## src/rtl/uart_tx_arbiter.sv

```systemverilog
// Round-robin arbiter sharing one uart_tx among NREQ byte sources; sequences start/ready per byte.
// Optional macro ARB_LOCK_EN adds a per-requester lock input that keeps ownership across consecutive bytes.
module uart_tx_arbiter #(
    parameter int NREQ         = 4,
    parameter int BUSY_TIMEOUT = 16
) (
    input  logic              clk,
    input  logic              rstn,
    input  logic [NREQ-1:0]   req,
    input  logic [8*NREQ-1:0] req_data,
`ifdef ARB_LOCK_EN
    input  logic [NREQ-1:0]   lock,
`endif
    output logic [NREQ-1:0]   ack,
    output logic [NREQ-1:0]   grant,
    output logic              tx_start,
    output logic [7:0]        tx_data,
    input  logic              tx_ready,
    output logic              busy,
    output logic              err
);

    localparam int PTR_W = (NREQ > 1) ? $clog2(NREQ) : 1;
    localparam int CNT_W = (BUSY_TIMEOUT > 1) ? $clog2(BUSY_TIMEOUT) : 1;

    typedef enum logic [1:0] {
        S_IDLE,
        S_START,
        S_WAIT_BUSY,
        S_WAIT_DONE
    } state_t;

    state_t            r_state;
    logic [PTR_W-1:0]  r_ptr;
    logic [CNT_W-1:0]  r_cnt;
    logic [NREQ-1:0]   r_ack;
    logic [NREQ-1:0]   r_grant;
    logic              r_tx_start;
    logic [7:0]        r_tx_data;
    logic              r_busy;
    logic              r_err;
`ifdef ARB_LOCK_EN
    logic              r_lock_ok;
`endif

    int                w_start;
    int                w_best;
    logic              w_found;
    logic [PTR_W-1:0]  w_winner;
    logic [NREQ-1:0]   w_onehot;
    logic [7:0]        w_sel_data;

    // Rotational distance of requester idx from the scan start position.
    function automatic int f_dist(input int idx, input int start);
        return (idx - start + 2 * NREQ) % NREQ;
    endfunction

    always_comb begin
`ifdef ARB_LOCK_EN
        w_start = (r_lock_ok && lock[r_ptr]) ? int'(r_ptr) : int'(r_ptr) + 1;
`else
        w_start = int'(r_ptr) + 1;
`endif
        w_best     = NREQ;
        w_found    = 1'b0;
        w_winner   = '0;
        w_onehot   = '0;
        w_sel_data = 8'h00;
        for (int i = 0; i < NREQ; i++) begin
            if (req[i] && (f_dist(i, w_start) < w_best)) begin
                w_best      = f_dist(i, w_start);
                w_found     = 1'b1;
                w_winner    = PTR_W'(i);
                w_onehot    = '0;
                w_onehot[i] = 1'b1;
                w_sel_data  = req_data[i*8 +: 8];
            end
        end
    end

    always_ff @(posedge clk or negedge rstn) begin
        if (!rstn) begin
            r_state    <= S_IDLE;
            r_ptr      <= PTR_W'(NREQ - 1);
            r_cnt      <= '0;
            r_ack      <= '0;
            r_grant    <= '0;
            r_tx_start <= 1'b0;
            r_tx_data  <= 8'h00;
            r_busy     <= 1'b0;
            r_err      <= 1'b0;
`ifdef ARB_LOCK_EN
            r_lock_ok  <= 1'b0;
`endif
        end else begin
            r_ack      <= '0;
            r_tx_start <= 1'b0;
            r_err      <= 1'b0;
            case (r_state)
                S_IDLE: begin
                    if (tx_ready && w_found) begin
                        r_tx_data  <= w_sel_data;
                        r_grant    <= w_onehot;
                        r_ack      <= w_onehot;
                        r_tx_start <= 1'b1;
                        r_ptr      <= w_winner;
                        r_busy     <= 1'b1;
                        r_state    <= S_START;
                    end
                end
                S_START: begin
                    r_cnt   <= '0;
                    r_state <= S_WAIT_BUSY;
                end
                S_WAIT_BUSY: begin
                    if (!tx_ready) begin
                        r_state <= S_WAIT_DONE;
                    end else if (r_cnt == CNT_W'(BUSY_TIMEOUT - 1)) begin
                        // Transmitter never accepted the byte: give up and drop ownership.
                        r_err     <= 1'b1;
                        r_grant   <= '0;
                        r_busy    <= 1'b0;
                        r_state   <= S_IDLE;
`ifdef ARB_LOCK_EN
                        r_lock_ok <= 1'b0;
`endif
                    end else begin
                        r_cnt <= r_cnt + 1'b1;
                    end
                end
                S_WAIT_DONE: begin
                    if (tx_ready) begin
                        r_grant   <= '0;
                        r_busy    <= 1'b0;
                        r_state   <= S_IDLE;
`ifdef ARB_LOCK_EN
                        r_lock_ok <= 1'b1;
`endif
                    end
                end
                default: r_state <= S_IDLE;
            endcase
        end
    end

    assign ack      = r_ack;
    assign grant    = r_grant;
    assign tx_start = r_tx_start;
    assign tx_data  = r_tx_data;
    assign busy     = r_busy;
    assign err      = r_err;

endmodule
```

## config.mk

```make
export PLATFORM = sky130hd
export DESIGN_NAME = uart_tx_arbiter
export DESIGN_NICKNAME = d
export VERILOG_FILES = /design/src/rtl/uart_tx_arbiter.sv
export SDC_FILE = /design/constraint.sdc
export NUM_CORES = 1
export LEC_CHECK = 0
export CAP_MARGIN = 25
export CORE_MARGIN = 5
export CORE_UTILIZATION = 48
export CTS_CLUSTER_DIAMETER = 200
export DETAILED_ROUTE_END_ITERATION = 7
export PLACE_DENSITY = 0.85
export SLEW_MARGIN = 20
export SYNTH_ARGS = -nofsm -noshare
export SYNTH_HDL_FRONTEND = slang
export SYNTH_SLANG_ARGS = --single-unit
```

## constraint.sdc

```tcl
create_clock -name clk -period 8.1 [get_ports clk]
set_input_delay 1.62 -clock clk [delete_from_list [all_inputs] [get_ports clk]]
set_output_delay 1.62 -clock clk [all_outputs]
set_load 0.05 [all_outputs]
```

## Word level (Yosys, flattened, before mapping)

Cells that the tools add are included.

- Register bits: 27
- Output and inout bits: 19
- Logic and storage cells: 96
- Bits of input ports: 39

- Magnitude comparators: 4
- Reduce and logical (&&, ||, !) cells: 16
- Add/sub/neg operators: 10
- Bitwise operators: 4
- Equal/unequal tests: 10
- Mux-type cells: 43

Operators with widths:

| cell | number |
|---|---|
| 3-bit by 32-bit < comparator with 1-bit output | 3 |
| 32-bit 2-to-1 mux | 3 |
| 4-bit 2-to-1 mux | 11 |
| 8-bit 2-to-1 mux | 4 |
| 4-bit by 5-bit adder with 6-bit output, second input constant | 4 |
| 1-bit 2-to-1 mux | 15 |
| 2-bit 2-to-1 mux | 6 |
| 4-bit case mux with 3 select lines | 1 |
| 2-bit inequality test, second input constant | 5 |
| 2-bit case mux with 4 select lines | 1 |
| 4-bit case mux with 2 select lines | 1 |
| 2-bit OR reduction | 4 |
| 1-bit by 3-bit subtractor with 4-bit output, first input constant | 2 |
| 2-bit by 3-bit subtractor with 4-bit output, first input constant | 2 |
| 3-bit AND reduction | 2 |
| 1-bit logical AND | 5 |
| 5-bit AND reduction | 1 |
| 4-bit by 1-bit adder with 4-bit output, second input constant | 1 |
| 1-bit bitwise AND | 4 |
| 2-bit == test, second input constant | 2 |
| 4-bit == test, second input constant | 1 |
| 3-bit by 4-bit < comparator with 1-bit output, second input constant | 1 |
| 2-bit by 1-bit adder with 3-bit output, second input constant | 1 |
| 3-bit inequality test, second input constant | 1 |
| other kinds (6) | 6 |

## Logic depth before layout (Yosys ltp)

- Word-level depth: 20
- Depth in mapped cells: 16
- Gate-level depth less buffers: 14

## Least setup slack after synthesis

No wires, ideal clock.

- Path type: input-to-reg
- Start: in req[0]
- End: reg r_tx_data[3], in the netlist tx_data[3]
- Setup slack: 3.887 ns
- Data arrival time: 4.073 ns
- Stages on the path: 13
- Cell sequence: buf_6 and4bb_2 nor2_1 ha_1 o22ai_1 o21ai_1 o21ai_0 ha_1 or4bb_1 o221ai_1 a211oi_2 a22oi_1 a31oi_1

- Longest elaborated chain between the ends: 13
- Elaborated cells on any way between the ends: 20
- Those cells by class: 3 x order compare; 11 x mux; 6 x reduce/logical

Ends and longest elaborated chain:

| what | line | source |
|---|---|---|
| start, declared | 9 | `input logic [NREQ-1:0] req,` |
| 1-bit logical AND (*) | 70 | `if (req[i] && (f_dist(i, w_start) < w_best)) begin` |
| 32-bit 2-to-1 mux | 70 |  |
| 3-bit by 32-bit < comparator with 1-bit output | 70 |  |
| 1-bit logical AND | 70 |  |
| 32-bit 2-to-1 mux | 70 |  |
| 3-bit by 32-bit < comparator with 1-bit output | 70 |  |
| 1-bit logical AND | 70 |  |
| 32-bit 2-to-1 mux | 70 |  |
| 3-bit by 32-bit < comparator with 1-bit output | 70 |  |
| 1-bit logical AND | 70 |  |
| 1-bit 2-to-1 mux | 70 |  |
| 1-bit logical AND | 101 | `if (tx_ready && w_found) begin` |
| 2-bit AND reduction (no source line) | - |  |
| end signal, assigned | 102 | `r_tx_data <= w_sel_data;` |
| end, declared | 39 | `logic [7:0] r_tx_data;` |

Every way passes the cells marked *; elsewhere a longest branch is shown, timed or not.
A chain may end at the register's enable or synchronous reset.

## Worst setup path after layout

- Start: in req[1]
- End: reg r_tx_data[6], in the netlist tx_data[6]

- Longest elaborated chain between the ends: 10
- Elaborated cells on any way between the ends: 15
- Those cells by class: 2 x order compare; 8 x mux; 5 x reduce/logical

Ends and longest elaborated chain:

| what | line |
|---|---|
| 1-bit logical AND (*) | 70 |
| 32-bit 2-to-1 mux | 70 |
| 3-bit by 32-bit < comparator with 1-bit output | 70 |
| 1-bit logical AND | 70 |
| 32-bit 2-to-1 mux | 70 |
| 3-bit by 32-bit < comparator with 1-bit output | 70 |
| 1-bit logical AND | 70 |
| 1-bit 2-to-1 mux | 70 |
| 1-bit logical AND | 101 |
| 2-bit AND reduction (no source line) | - |

Marked as above.

==> impl_metrics.ini <==
[logic_synthesis]
syn_area_mm2 = 0.00165
synthDistinctLibCells = 47
synth_edf_count = 0
avgSynthCellArea_um2 = 9.60
synth_cells = 172
synth_ff_type = dfrtp_1
synthArstFlopShare_pct = 100
yosysWarnings = 0
seq_area_frac_synth_pct = 41.1
ys_ff_latch = 27
syn_nets = 219

[route]
dr.pass1.iters = 4
vias = 1531
drtIter0Drc = 114
drcViolationCount = 0
routed_via_density = 5.67
ant_nets = 0
post_drt_wl_per_cell_um = 16.1
totalWireLength_um = 4350

[layout]
fill_cells = 279
utilization_pct = 67.4
num_antenna_cells = 0
final_layout_size_suffix_gt1_share_pct = 7.14
areaGrowthSynthToFinish_pct = 36.2
design_area_mm2 = 0.00225
nNetsFinal = 272

[timing]
setup_viol = 0
timing.hold.ws_ps = 504
period_share_pct = 61.5
slew_violations = 0
fin_crit_ps = 4980
clock_skew_ps = 9.13
worst_pin_slew_ps = 812
fmax_mhz = 201
hold_viol_final = 0
tns_ps = 0
relSlewSlack_pct = 45.4
rsz0062_at_grt = no

[pwr]
vdd_drop_max_uv = 201
p_per_area_mw_per_mm2 = 357
leakage_nw = 0.923
power_switching_share_pct = 50.3
internal_power_w = 0.000399
seq_power_share_pct = 28.0
clkPwrFrac_pct = 7.3
p_comb_share_pct = 64.7
p_sw_w = 0.000404

[placed_design]
gp_congestion = 0.810
placed_area_mm2 = 0.00222
hpwlAfterDp_um = 3320
portBuffers = 57

[floorplan]
die_area_mm2 = 0.00471
coreArea_mm2 = 0.00334
die_h_um = 68.7
initial_utilization_pct = 49.5
row_count = 21
die_w_um = 68.7
io_pins = 58

[worst_setup_path]
cp_slowest_cell = clkdlybuf4s50_1
crit_path_max_fanout = 10
crit_path_end_kind = register
cp_top_family = compound AO/OA/AOI/OAI gates
cp-start-kind = input pin
criticalPathCategory = input pin to register
critical_path.cell_chain = clkdlybuf4s50_1 > mux2i_1 > nor2_1 > nor2_1 > ha_1 > o22ai_1 > o21ai_1 > o21ai_0 > ha_1 > nand2b_1 > a21oi_1 > nor3_1 > a221oi_2 > nand3_1
crit_buf_inv = 1
critical-path-max-stage-delay_ps = 680
arrival_ps = 5200
cp.required_ps = 8320

[cts]
hold_buffers = 0
cts_resized = 0
clock_sinks = 27
numCtsBuffers = 3
clockRootBuffer = clkbuf_4
cts_setup_buffers = 0
clock_latency_ps = 320
path_clk_slew_ps = 150
tritoncts = yes
cts_buffer_depth = 2
htreeDepth = 1

[grt]
grt_max_degree = 28
grt_util_all_layers_pct = 19.9
overflow = 0
antenna_found_initial = 0
grt_pass1_vias = 1512
grt_pass1_wl_um = 7070

[min_path]
hold_class = register to register

[run_status]
run_status = completed

[flow_run]
maxCapViolCount = 0
==> power by group through the flow <==
stage	clock (W)	combinational, W	sequential (W)
6_report	0.0000584	0.000519	0.000225
5_1_grt	0.0000667	0.000569	0.000232
4_1_cts	0.0000594	0.000519	0.000225
3_5_place_dp	0	0.000518	0.000225
3_3_place_gp	0	0.000507	0.000226
2_1_floorplan	0	0.000280	0.000324
==> state kept, by name (all words and copies together), names as in the netlist, 2 cells and up <==
register,count
grant,4
ack,4
tx_data,8
r_state,2
r_ptr,2
r_cnt,4
==> stage by stage <==
step,setup WS (ps),total power [W],std cells
after floorplan,3890,0.000604,172
after global placement,2940,0.000733,266
after detailed placement,2810,0.000744,266
after CTS,3140,0.000804,270
after global routing,2820,0.000867,270
final,3120,0.000803,270
==> placed cells by master (no fill, tap or decap), drive strengths merged, types with 2 or more instances in the layout <==
cell	netlist	final
nor2	10	10
nand3	8	8
dfrtp	25	25
a21oi	8	8
clkdlybuf4s50	0	57
and2	5	5
a32oi	3	3
a31oi	9	9
clkbuf	3	3
mux2i	2	2
nor2b	3	3
dfstp	2	2
a22o	3	3
nand2	17	17
inv	6	6
xor2	2	2
nor3	6	6
nand2b	2	2
nor4	2	2
o21ai	9	9
ha	8	8
a21o	3	3
nor4b	4	4
a22oi	6	6
o22ai	2	2
nand4	2	2
==> worst paths after layout <==
check | start | to | slack (ps) | depth (start not counted)
min in group asynchronous | rstn | r_cnt[1]$_DFFE_PN0P_ | 1640 | 2
max in group asynchronous | rstn | r_ptr[1]$_DFFE_PN1P_ | 6150 | 2
worst max-delay path | req[1] | tx_data[6]$_DFFE_PN0P_ | 3120 | 14
worst min-delay path | busy$_DFFE_PN0P_ | busy$_DFFE_PN0P_ | 500 | 1
worst min register to register | busy$_DFFE_PN0P_ | busy$_DFFE_PN0P_ | 500 | 1
worst max register to register | r_ptr[0]$_DFFE_PN1P_ | tx_data[6]$_DFFE_PN0P_ | 4500 | 12
==> synthesized netlist by cell type, types with 4 or more instances <==
master    n  area, um2
and2_1    5       31.3
dfrtp_1  25        626
nor4b_1   4       35.0
nand2_1  17       63.8
a31oi_1   9       56.3
a22oi_1   6       45.0
nor3_1    6       30.0
nand3_1   7       35.0
o21ai_0   8       40.0
a21oi_1   8       40.0
inv_1     5       18.8
nor2_1   10       37.5
ha_1      8        100
==> area by class of cell <==
class	instances	area, um2	area share, %
Sequential cell	27	678	30.1
Timing Repair Buffer	58	578	25.7
Clock buffer	3	22.5	1.00
Inverter	6	22.5	1.00
Multi-Input combinational cell	129	883	39.3
Clock inverter	1	7.51	0.334
Tap cell	46	57.6	2.56
==> per-layer routing <==
layer	up-vias	wire, um	global-route usage, %	share of wire [%]
met4	0	95	5.96	2.2
met2	58	2000	32.5	46
met5	-	0	0	0
met3	8	319	3.40	7.3
met1	722	1940	26.8	45
li1	743	-	-	-
==> logic make-up after synthesis <==
group | share of synthesized area (%)
AO/OA/AOI/OAI | 22.0
XOR/XNOR | 1.59
multiplexers | 1.21
flip-flops | 41.1
adder cells (fa/ha/maj) | 6.06
buffers and inverters | 5.45
AND/OR/NAND/NOR | 22.6
No activity file was read; power rests on OpenSTA's default activity.
